<file path="config.mk">
export PLATFORM = sky130hd
export DESIGN_NAME = pipe_stage_buf_flat
export DESIGN_NICKNAME = d
export VERILOG_FILES = /design/src/rtl/pipe_stage_buf_if.sv /design/src/rtl/pipe_stage_buf.sv /design/src/flat_wrapper.sv
export SDC_FILE = /design/constraint.sdc
export NUM_CORES = 1
export LEC_CHECK = 0
export ABC_CLOCK_PERIOD_IN_PS = 28700
export CORE_AREA = 2 2 155 157
export DETAILED_ROUTE_END_ITERATION = 16
export DIE_AREA = 0 0 157 159
export PLACE_DENSITY = 0.8
export SLEW_MARGIN = 20
export SYNTH_ARGS = -nofsm -noshare
export SYNTH_HDL_FRONTEND = slang
export SYNTH_SLANG_ARGS = --single-unit
</file>
<file path="constraint.sdc">
create_clock -name clk -period 28.7 [get_ports clk]
set_input_delay 2.87 -clock clk [delete_from_list [all_inputs] [get_ports clk]]
set_output_delay 2.87 -clock clk [all_outputs]
set_load 0.02 [all_outputs]
</file>
<file path="src/rtl/pipe_stage_buf_if.sv">
// pipe_stage_buf_if: handshake and payload bundle around one pipe_stage_buf.
//   master : the instantiating stage. It drives the upstream entry, out_ready and flush/req,
//            and it observes in_ready, the head entry and count.
//   slave  : the buffer itself.
// Parameters must match the pipe_stage_buf instance that the bundle is connected to.
interface pipe_stage_buf_if #(
    parameter int unsigned DATA_W = 160,
    parameter int unsigned EXC_W  = 5,
    parameter int unsigned DEPTH  = 1
);
    localparam int unsigned CNT_W = $clog2(DEPTH + 1);

    logic              in_valid;
    logic              in_ready;
    logic [31:0]       in_pc;
    logic [DATA_W-1:0] in_data;
    logic [EXC_W-1:0]  in_excode;
    logic              in_bd;
    logic              out_valid;
    logic              out_ready;
    logic [31:0]       out_pc;
    logic [DATA_W-1:0] out_data;
    logic [EXC_W-1:0]  out_excode;
    logic              out_bd;
    logic              flush;
    logic              req;
    logic [CNT_W-1:0]  count;

    modport master (
        output in_valid, in_pc, in_data, in_excode, in_bd, out_ready, flush, req,
        input  in_ready, out_valid, out_pc, out_data, out_excode, out_bd, count
    );

    modport slave (
        input  in_valid, in_pc, in_data, in_excode, in_bd, out_ready, flush, req,
        output in_ready, out_valid, out_pc, out_data, out_excode, out_bd, count
    );
endinterface

</file>
<file path="src/rtl/pipe_stage_buf.sv">
// pipe_stage_buf: parametrised inter-stage buffer for the five-stage core.
//   DEPTH == 1 acts as a stall-able stage register. DEPTH 2..4 acts as a skid/elastic FIFO.
//   Each entry holds {pc, data, excode, bd}. When the buffer is empty, the outputs present a
//   bubble whose PC/BD come from the bubble register, so that CP0 still sees a valid EPC source.
// Ports:
//   clk   : rising-edge clock
//   reset : synchronous, active-low
//   bus   : pipe_stage_buf_if.slave, which carries the in_*/out_* handshake, flush, req and count
module pipe_stage_buf #(
    parameter int unsigned DATA_W  = 160,
    parameter int unsigned DEPTH   = 1,
    parameter int unsigned EXC_W   = 5,
    parameter logic [31:0] EXC_VEC = 32'h00004180
) (
    input logic             clk,
    input logic             reset,
    pipe_stage_buf_if.slave bus
);
    localparam int unsigned CNT_W = $clog2(DEPTH + 1);
    localparam int unsigned PTR_W = (DEPTH > 1) ? $clog2(DEPTH) : 1;

    logic [PTR_W-1:0]  head_q, head_d;
    logic [PTR_W-1:0]  tail_q, tail_d;
    logic [CNT_W-1:0]  count_q, count_d;
    logic [31:0]       bpc_q, bpc_d;
    logic              bbd_q, bbd_d;

    logic [31:0]       pc_mem   [DEPTH];
    logic [DATA_W-1:0] data_mem [DEPTH];
    logic [EXC_W-1:0]  exc_mem  [DEPTH];
    logic              bd_mem   [DEPTH];

    logic ready;
    logic valid;
    logic push;
    logic pop;
    logic wr_en;

    // Wrap modulo DEPTH, so that depths that are not a power of two also work.
    function automatic logic [PTR_W-1:0] ptr_inc(input logic [PTR_W-1:0] p);
        if (p == PTR_W'(DEPTH - 1)) begin
            return '0;
        end
        return p + PTR_W'(1);
    endfunction

    // in_ready depends only on the registered count, so there is no path from out_ready.
    assign ready = (count_q < CNT_W'(DEPTH));
    assign valid = (count_q != '0);
    assign push  = bus.in_valid & ready;
    assign pop   = valid & bus.out_ready;
    assign wr_en = push & ~bus.req & ~bus.flush;

    always_comb begin
        head_d  = head_q;
        tail_d  = tail_q;
        count_d = count_q;
        bpc_d   = bpc_q;
        bbd_d   = bbd_q;
        if (bus.req) begin
            head_d  = '0;
            tail_d  = '0;
            count_d = '0;
            bpc_d   = EXC_VEC;
            bbd_d   = 1'b0;
        end else if (bus.flush) begin
            // The bubble inherits the PC/BD of the instruction that was killed upstream.
            head_d  = '0;
            tail_d  = '0;
            count_d = '0;
            bpc_d   = bus.in_pc;
            bbd_d   = bus.in_bd;
        end else begin
            if (push) begin
                tail_d = ptr_inc(tail_q);
            end
            if (pop) begin
                head_d = ptr_inc(head_q);
            end
            unique case ({push, pop})
                2'b10:   count_d = count_q + CNT_W'(1);
                2'b01:   count_d = count_q - CNT_W'(1);
                default: count_d = count_q;
            endcase
            // The last entry leaves: the bubble remembers its PC for later exceptions.
            if (pop && !push && count_q == CNT_W'(1)) begin
                bpc_d = pc_mem[head_q];
                bbd_d = 1'b0;
            end
        end
    end

    always_ff @(posedge clk) begin
        if (!reset) begin
            head_q  <= '0;
            tail_q  <= '0;
            count_q <= '0;
            bpc_q   <= '0;
            bbd_q   <= 1'b0;
        end else begin
            head_q  <= head_d;
            tail_q  <= tail_d;
            count_q <= count_d;
            bpc_q   <= bpc_d;
            bbd_q   <= bbd_d;
        end
    end

    // Payload storage is not reset. Empty slots are never presented at the outputs.
    always_ff @(posedge clk) begin
        if (reset && wr_en) begin
            pc_mem[tail_q]   <= bus.in_pc;
            data_mem[tail_q] <= bus.in_data;
            exc_mem[tail_q]  <= bus.in_excode;
            bd_mem[tail_q]   <= bus.in_bd;
        end
    end

    always_comb begin
        bus.out_pc     = bpc_q;
        bus.out_bd     = bbd_q;
        bus.out_data   = '0;
        bus.out_excode = '0;
        if (valid) begin
            bus.out_pc     = pc_mem[head_q];
            bus.out_bd     = bd_mem[head_q];
            bus.out_data   = data_mem[head_q];
            bus.out_excode = exc_mem[head_q];
        end
    end

    assign bus.out_valid = valid;
    assign bus.in_ready  = ready;
    assign bus.count     = count_q;

endmodule

</file>
<file path="src/flat_wrapper.sv">
// flat-port wrapper written by rule: the top's interface ports become plain ports
module pipe_stage_buf_flat 
#(
    parameter int unsigned DATA_W  = 160,
    parameter int unsigned DEPTH   = 1,
    parameter int unsigned EXC_W   = 5,
    parameter logic [31:0] EXC_VEC = 32'h00004180
)
  (clk, reset, bus_in_valid, bus_in_pc, bus_in_data, bus_in_excode, bus_in_bd, bus_out_ready, bus_flush, bus_req, bus_in_ready, bus_out_valid, bus_out_pc, bus_out_data, bus_out_excode, bus_out_bd, bus_count);
  pipe_stage_buf_if #(.DATA_W(DATA_W), .EXC_W(EXC_W), .DEPTH(DEPTH)) bus_i ();
  input logic clk;
  input logic reset;
  input wire logic [$bits(bus_i.in_valid)-1:0] bus_in_valid;
  input wire logic [$bits(bus_i.in_pc)-1:0] bus_in_pc;
  input wire logic [$bits(bus_i.in_data)-1:0] bus_in_data;
  input wire logic [$bits(bus_i.in_excode)-1:0] bus_in_excode;
  input wire logic [$bits(bus_i.in_bd)-1:0] bus_in_bd;
  input wire logic [$bits(bus_i.out_ready)-1:0] bus_out_ready;
  input wire logic [$bits(bus_i.flush)-1:0] bus_flush;
  input wire logic [$bits(bus_i.req)-1:0] bus_req;
  output wire logic [$bits(bus_i.in_ready)-1:0] bus_in_ready;
  output wire logic [$bits(bus_i.out_valid)-1:0] bus_out_valid;
  output wire logic [$bits(bus_i.out_pc)-1:0] bus_out_pc;
  output wire logic [$bits(bus_i.out_data)-1:0] bus_out_data;
  output wire logic [$bits(bus_i.out_excode)-1:0] bus_out_excode;
  output wire logic [$bits(bus_i.out_bd)-1:0] bus_out_bd;
  output wire logic [$bits(bus_i.count)-1:0] bus_count;
  assign bus_i.in_valid = bus_in_valid;
  assign bus_i.in_pc = bus_in_pc;
  assign bus_i.in_data = bus_in_data;
  assign bus_i.in_excode = bus_in_excode;
  assign bus_i.in_bd = bus_in_bd;
  assign bus_i.out_ready = bus_out_ready;
  assign bus_i.flush = bus_flush;
  assign bus_i.req = bus_req;
  assign bus_in_ready = bus_i.in_ready;
  assign bus_out_valid = bus_i.out_valid;
  assign bus_out_pc = bus_i.out_pc;
  assign bus_out_data = bus_i.out_data;
  assign bus_out_excode = bus_i.out_excode;
  assign bus_out_bd = bus_i.out_bd;
  assign bus_count = bus_i.count;
  pipe_stage_buf #(.DATA_W(DATA_W), .DEPTH(DEPTH), .EXC_W(EXC_W), .EXC_VEC(EXC_VEC)) u_core (.clk(clk), .reset(reset), .bus(bus_i));
endmodule
</file>
After elaboration in Yosys (flattened, before gate mapping)
Memory sizes are Yosys's and may differ from the RTL's.
Cells that the tools add are included.
{"block": "totals", "ff_bits": 34, "mem_bits_rw": 198, "input_bits": 204, "word_cells": 41, "memories": 4}
{"name": "u_core.data_mem", "depth": 1, "width": 160, "read_ports": 1, "rd_ports_with_merged_regs": 0, "write_ports": 1, "line": "pipe_stage_buf.sv:29", "text": "logic [DATA_W-1:0] data_mem [DEPTH];"}
{"name": "u_core.pc_mem", "depth": 1, "width": 32, "read_ports": 1, "rd_ports_with_merged_regs": 0, "write_ports": 1, "line": "pipe_stage_buf.sv:28", "text": "logic [31:0] pc_mem [DEPTH];"}
{"name": "u_core.exc_mem", "depth": 1, "width": 5, "read_ports": 1, "rd_ports_with_merged_regs": 0, "write_ports": 1, "line": "pipe_stage_buf.sv:30", "text": "logic [EXC_W-1:0] exc_mem [DEPTH];"}
{"name": "u_core.bd_mem", "depth": 1, "width": 1, "read_ports": 1, "rd_ports_with_merged_regs": 0, "write_ports": 1, "line": "pipe_stage_buf.sv:31", "text": "logic bd_mem [DEPTH];"}
{"block": "op_classes", "add_sub_neg": 2, "magnitude_cmp": 1, "eq_ne": 2, "mux": 12, "n_bitwise": 7, "n_reduce_logical": 9}
{"operator": "160-bit 2-to-1 mux", "n": 1}
{"operator": "32-bit 2-to-1 mux", "n": 3}
{"operator": "15-bit 2-to-1 mux", "n": 1}
{"operator": "1-bit 2-to-1 mux", "n": 5}
{"operator": "5-bit 2-to-1 mux", "n": 1}
{"operator": "1-bit AND", "n": 4}
{"operator": "2-bit nonzero test", "n": 2}
{"operator": "1-bit logical AND", "n": 3}
{"operator": "1-bit NOT", "n": 3}
{"operator": "3-bit nonzero test", "n": 1}
{"operator": "3-bit OR reduction", "n": 1}
{"operator": "2-bit by 1-bit == test with 1-bit output (second input constant)", "n": 1}
{"operator": "2-bit == test (second input constant)", "n": 1}
{"operator": "1-bit one-hot mux with 2 select lines", "n": 1}
{"operator": "2-bit OR reduction", "n": 1}
{"operator": "1-bit adder (second input constant)", "n": 1}
{"operator": "1-bit logical NOT", "n": 1}
{"operator": "1-bit less-than comparator (second input constant)", "n": 1}
{"operator": "1-bit subtractor (second input constant)", "n": 1}

Longest topological paths before layout
{"block": "logic_depth", "ltp_word": 8, "depth_mapped": 5, "depth_no_buf": 3}

Worst setup path after synthesis
No wires, ideal clock.
{"block": "synth_timing", "kind": "input -> register", "startpoint": "input port bus_flush", "endpoint": "memory u_core.bd_mem[0], enable pin", "setup_ps": 1309, "arrival_ps": 23171, "required_time_ps": 27391, "path_slack_ps": 4220, "cell_stages": 3, "n_path_buf": 2, "path_cell_list": "buf_6 buf_6 nor4b_1"}
{"block": "synth_between", "elab_chain_len": 5}
{"item": "start, declared", "line": "flat_wrapper.sv:19", "text": "input wire logic [$bits(bus_i.flush)-1:0] bus_flush;"}
{"item": "1-bit NOT", "line": "pipe_stage_buf.sv:52", "text": "assign wr_en = push & ~bus.req & ~bus.flush;"}
{"item": "1-bit AND", "line": "pipe_stage_buf.sv:52"}
{"item": "1-bit logical AND", "line": "pipe_stage_buf.sv:111", "text": "if (reset && wr_en) begin"}
{"item": "1-bit 2-to-1 mux", "line": "pipe_stage_buf.sv:111"}
{"item": "1-bit 2-to-1 mux (not written as such)", "line": "pipe_stage_buf.sv:115", "text": "bd_mem[tail_q] <= bus.in_bd;"}
{"item": "end, declared", "line": "pipe_stage_buf.sv:31"}
No other way between the ends.

Final worst setup path
{"block": "layout_timing", "startpoint": "register u_core.count_q, in the netlist u_core.bus.count", "endpoint": "output port bus_out_pc[24]"}
{"block": "layout_between", "elab_chain_len": 1}
{"item": "start, declared", "line": "pipe_stage_buf.sv:24", "text": "logic [CNT_W-1:0] count_q, count_d;"}
{"item": "start signal, assigned", "line": "pipe_stage_buf.sv:103", "text": "count_q <= count_d;"}
{"item": "32-bit 2-to-1 mux", "line": "pipe_stage_buf.sv:124", "text": "if (valid) begin"}
{"item": "end, declared", "line": "flat_wrapper.sv:23", "text": "output wire logic [$bits(bus_i.out_pc)-1:0] bus_out_pc;"}
No other way between the ends.

==> flow_summary.ini <==
[outcome]
status = complete, no violations

[grt]
grtUsageTotal_pct = 19.1
grt_pass1_wl_um = 36600
grt_max_degree = 125
overflow = 0
grt_pass1_vias = 6252
antenna_found_initial = 2

[setup_path]
r2r_setup_slack_ns = 25.16
crit_path_end_kind = primary output
cp_max_fo = 124
r2r-start = u_core.bus.count$_SDFFE_PP0P_
worstPathCellList = buf_6 -> mux2_2 -> clkdlybuf4s50_1
required_ns = 25.83
worstReg2RegEnd = u_core.data_mem[0][56]$_DFFE_PP_
critPathLaunchType = flip-flop
critPathKind = flip-flop to primary output
slowest_stage = dfxtp_4
reg2reg_depth = 4
slowest_delay_ns = 0.77
arrival_ns = 3.09

[layout]
finalNetCount = 1181
mostFrequentLayoutCells = clkdlybuf4s50_1, edfxtp_1, and2_1
layout-drive-gt1-share_pct = 11.1
syn2layout_area_growth_pct = 57.5
final_cell_count_no_fill = 1317
design_area_um2 = 14400
final_common_cell = clkdlybuf4s50_1

[job]
cap_violations = 0

[yosys]
ys_types = 22
syn-cell-area_um2 = 9120
synth.net_count = 779
ys_ff_latch = 232
synth_seq_area_share_pct = 72.7
ys_warn_count = 0
synthCells = 575
syn_avg_cell_area_um2 = 15.9

[worst_hold_path]
min_to = u_core.bpc_q[18]$_SDFFE_PP0P_
hold_path.startpoint = u_core.bpc_q[18]$_SDFFE_PP0P_
hold_depth = 2
min-delay-path-class = flip-flop to flip-flop

[floorplan]
boundaryPins = 405
die-area_um2 = 25000
die_h_um = 159
std_cell_rows = 56
core_area_um2 = 23200
die_x_um = 157
initial_core_util_pct = 39.3

[clocking]
clockBufferDepth = 3
cts_buffers = 26
numClockSinks = 232
cts_resized = 0
post_cts_buffers = 0
cts_tree = yes
htree_levels = 1
clk_latency_ns = 0.52
cts_root_buf = clkbuf_16
path_clk_slew_ns = 0.06
cts_hold_buffers = 0

[sta]
slew_violations = 0
setup_ws_ns = 22.74
setup_viol = 0
clock.fmax_ghz = 0.168
fin_crit_ns = 5.96
rsz0062_at_grt = no
tns_ns = 0
clock-skew-final_ns = 0.0112
timing.final.crit_share_pct = 20.8
hold_viol_final = 0
relSlewSlack_pct = 32.0
worst_pin_slew_ns = 1.02

[placed_design]
portBuffers = 404
gp_congestion = 0.807
dpl-instance-area_um2 = 13400
dp_slack_ns = 22.47
dp_hpwl_um = 17400
place_inst = 1268

[route]
wl_per_cell_um = 18.9
antenna_left = 0
routed_wl_um = 25000
vias = 6122
drc = 0
first_pass_iters = 4
drt_iter0_drc = 272
avgViaCountPerCell = 4.65

[power]
p_per_area_nw_per_um2 = 56.3
vdd_ir_drop_max_v = 0.0000476
leakagePower_nw = 5.03
how the worst max path moves through the flow:
stage	start	slack, ns	to
3_3_place_gp	bus_req	22.56	u_core.data_mem[0][72]$_DFFE_PP_
5_1_grt	u_core.bus.count$_SDFFE_PP0P_	22.56	bus_out_pc[21]
4_1_cts	u_core.bus.count$_SDFFE_PP0P_	22.43	bus_out_pc[23]
3_5_place_dp	bus_req	22.47	u_core.data_mem[0][74]$_DFFE_PP_
2_1_floorplan	bus_flush	4.22	u_core.bd_mem[0]$_DFFE_PP_
6_report	u_core.bus.count$_SDFFE_PP0P_	22.74	bus_out_pc[24]
flip-flops by register name, indices dropped and copies added, names as in the netlist:
name	count
u_core.bbd_q	1
u_core.bd_mem	1
u_core.bpc_q	32
u_core.bus.count	1
u_core.data_mem	160
u_core.exc_mem	5
u_core.pc_mem	32
Yosys cell counts, drive strengths merged:
library cell | instances | area (um2)
mux2 | 33 | 372
a2111oi | 3 | 26.3
buf | 21 | 148
dfxtp | 34 | 681
clkbuf | 16 | 60.1
nor2 | 34 | 128
mux2i | 29 | 290
nor4b | 1 | 8.76
a21o | 1 | 7.51
a22oi | 1 | 7.51
nand2b | 1 | 6.26
o31ai | 3 | 22.5
edfxtp | 198 | 5950
and2 | 165 | 1030
nor3 | 1 | 5.00
a21oi | 1 | 5.00
inv | 1 | 3.75
nor2b | 3 | 18.8
a211oi | 29 | 353
stage by stage:
step / utilization [%] / power (mW) / hold slack [ns]
floorplan: - / 0.415 / 0.461
global placement: 57.8 / 0.455 / 0.476
detailed placement: 57.8 / 0.457 / 0.494
CTS: 61.9 / 0.818 / 0.503
global route: 61.9 / 0.835 / 0.547
finish: 61.9 / 0.809 / 0.506
critical path, delay by kind of cell, from the launching register on:
| kind | cells | cell delay, ns |
|---|---|---|
| buf+inv | 2 | 1.15 |
| flops | 1 | 0.77 |
| mux | 1 | 0.44 |
routing by layer:
| layer | share of wire, % | up-vias | track usage [%] |
|---|---|---|---|
| met2 | 50 | 264 | 33.8 |
| met1 | 38 | 2939 | 21.4 |
| met5 | 0 | - | 0 |
| met3 | 9.4 | 49 | 6.37 |
| met4 | 3.2 | 0 | 6.51 |
| li1 | - | 2870 | - |
report_power, final:
part           switching, mW  leakage [nW]  internal [mW]
clock network          0.130         0.451          0.229
logic                 0.0299          2.51         0.0430
registers            0.00316          2.08          0.374
total                  0.163          5.03          0.646
area by class of cell:
| type | instances | area (um2) |
|---|---|---|
| fillers | 1756 | 8820 |
| well taps | 319 | 399 |
| clock inverters | 15 | 224 |
| flip-flops and latches | 232 | 6630 |
| multi-input cells | 305 | 2290 |
| repair buffers | 411 | 4100 |
| diodes | 2 | 5.00 |
| clock buffers | 32 | 714 |
| inverters | 1 | 3.75 |
cell families (layout without fill, tap and decap cells):
family | count (synthesis) | count (layout) | share of synthesized area (%)
DFF | 232 | 232 | 72.7
and+or+nand+nor | 205 | 205 | 13.1
muxes | 62 | 62 | 7.26
AOI/OAI and AO/OA | 38 | 38 | 4.62
buffers and inverters | 38 | 459 | 2.32
other | 0 | 2 | 0
(Power assumes the default switching activity.)
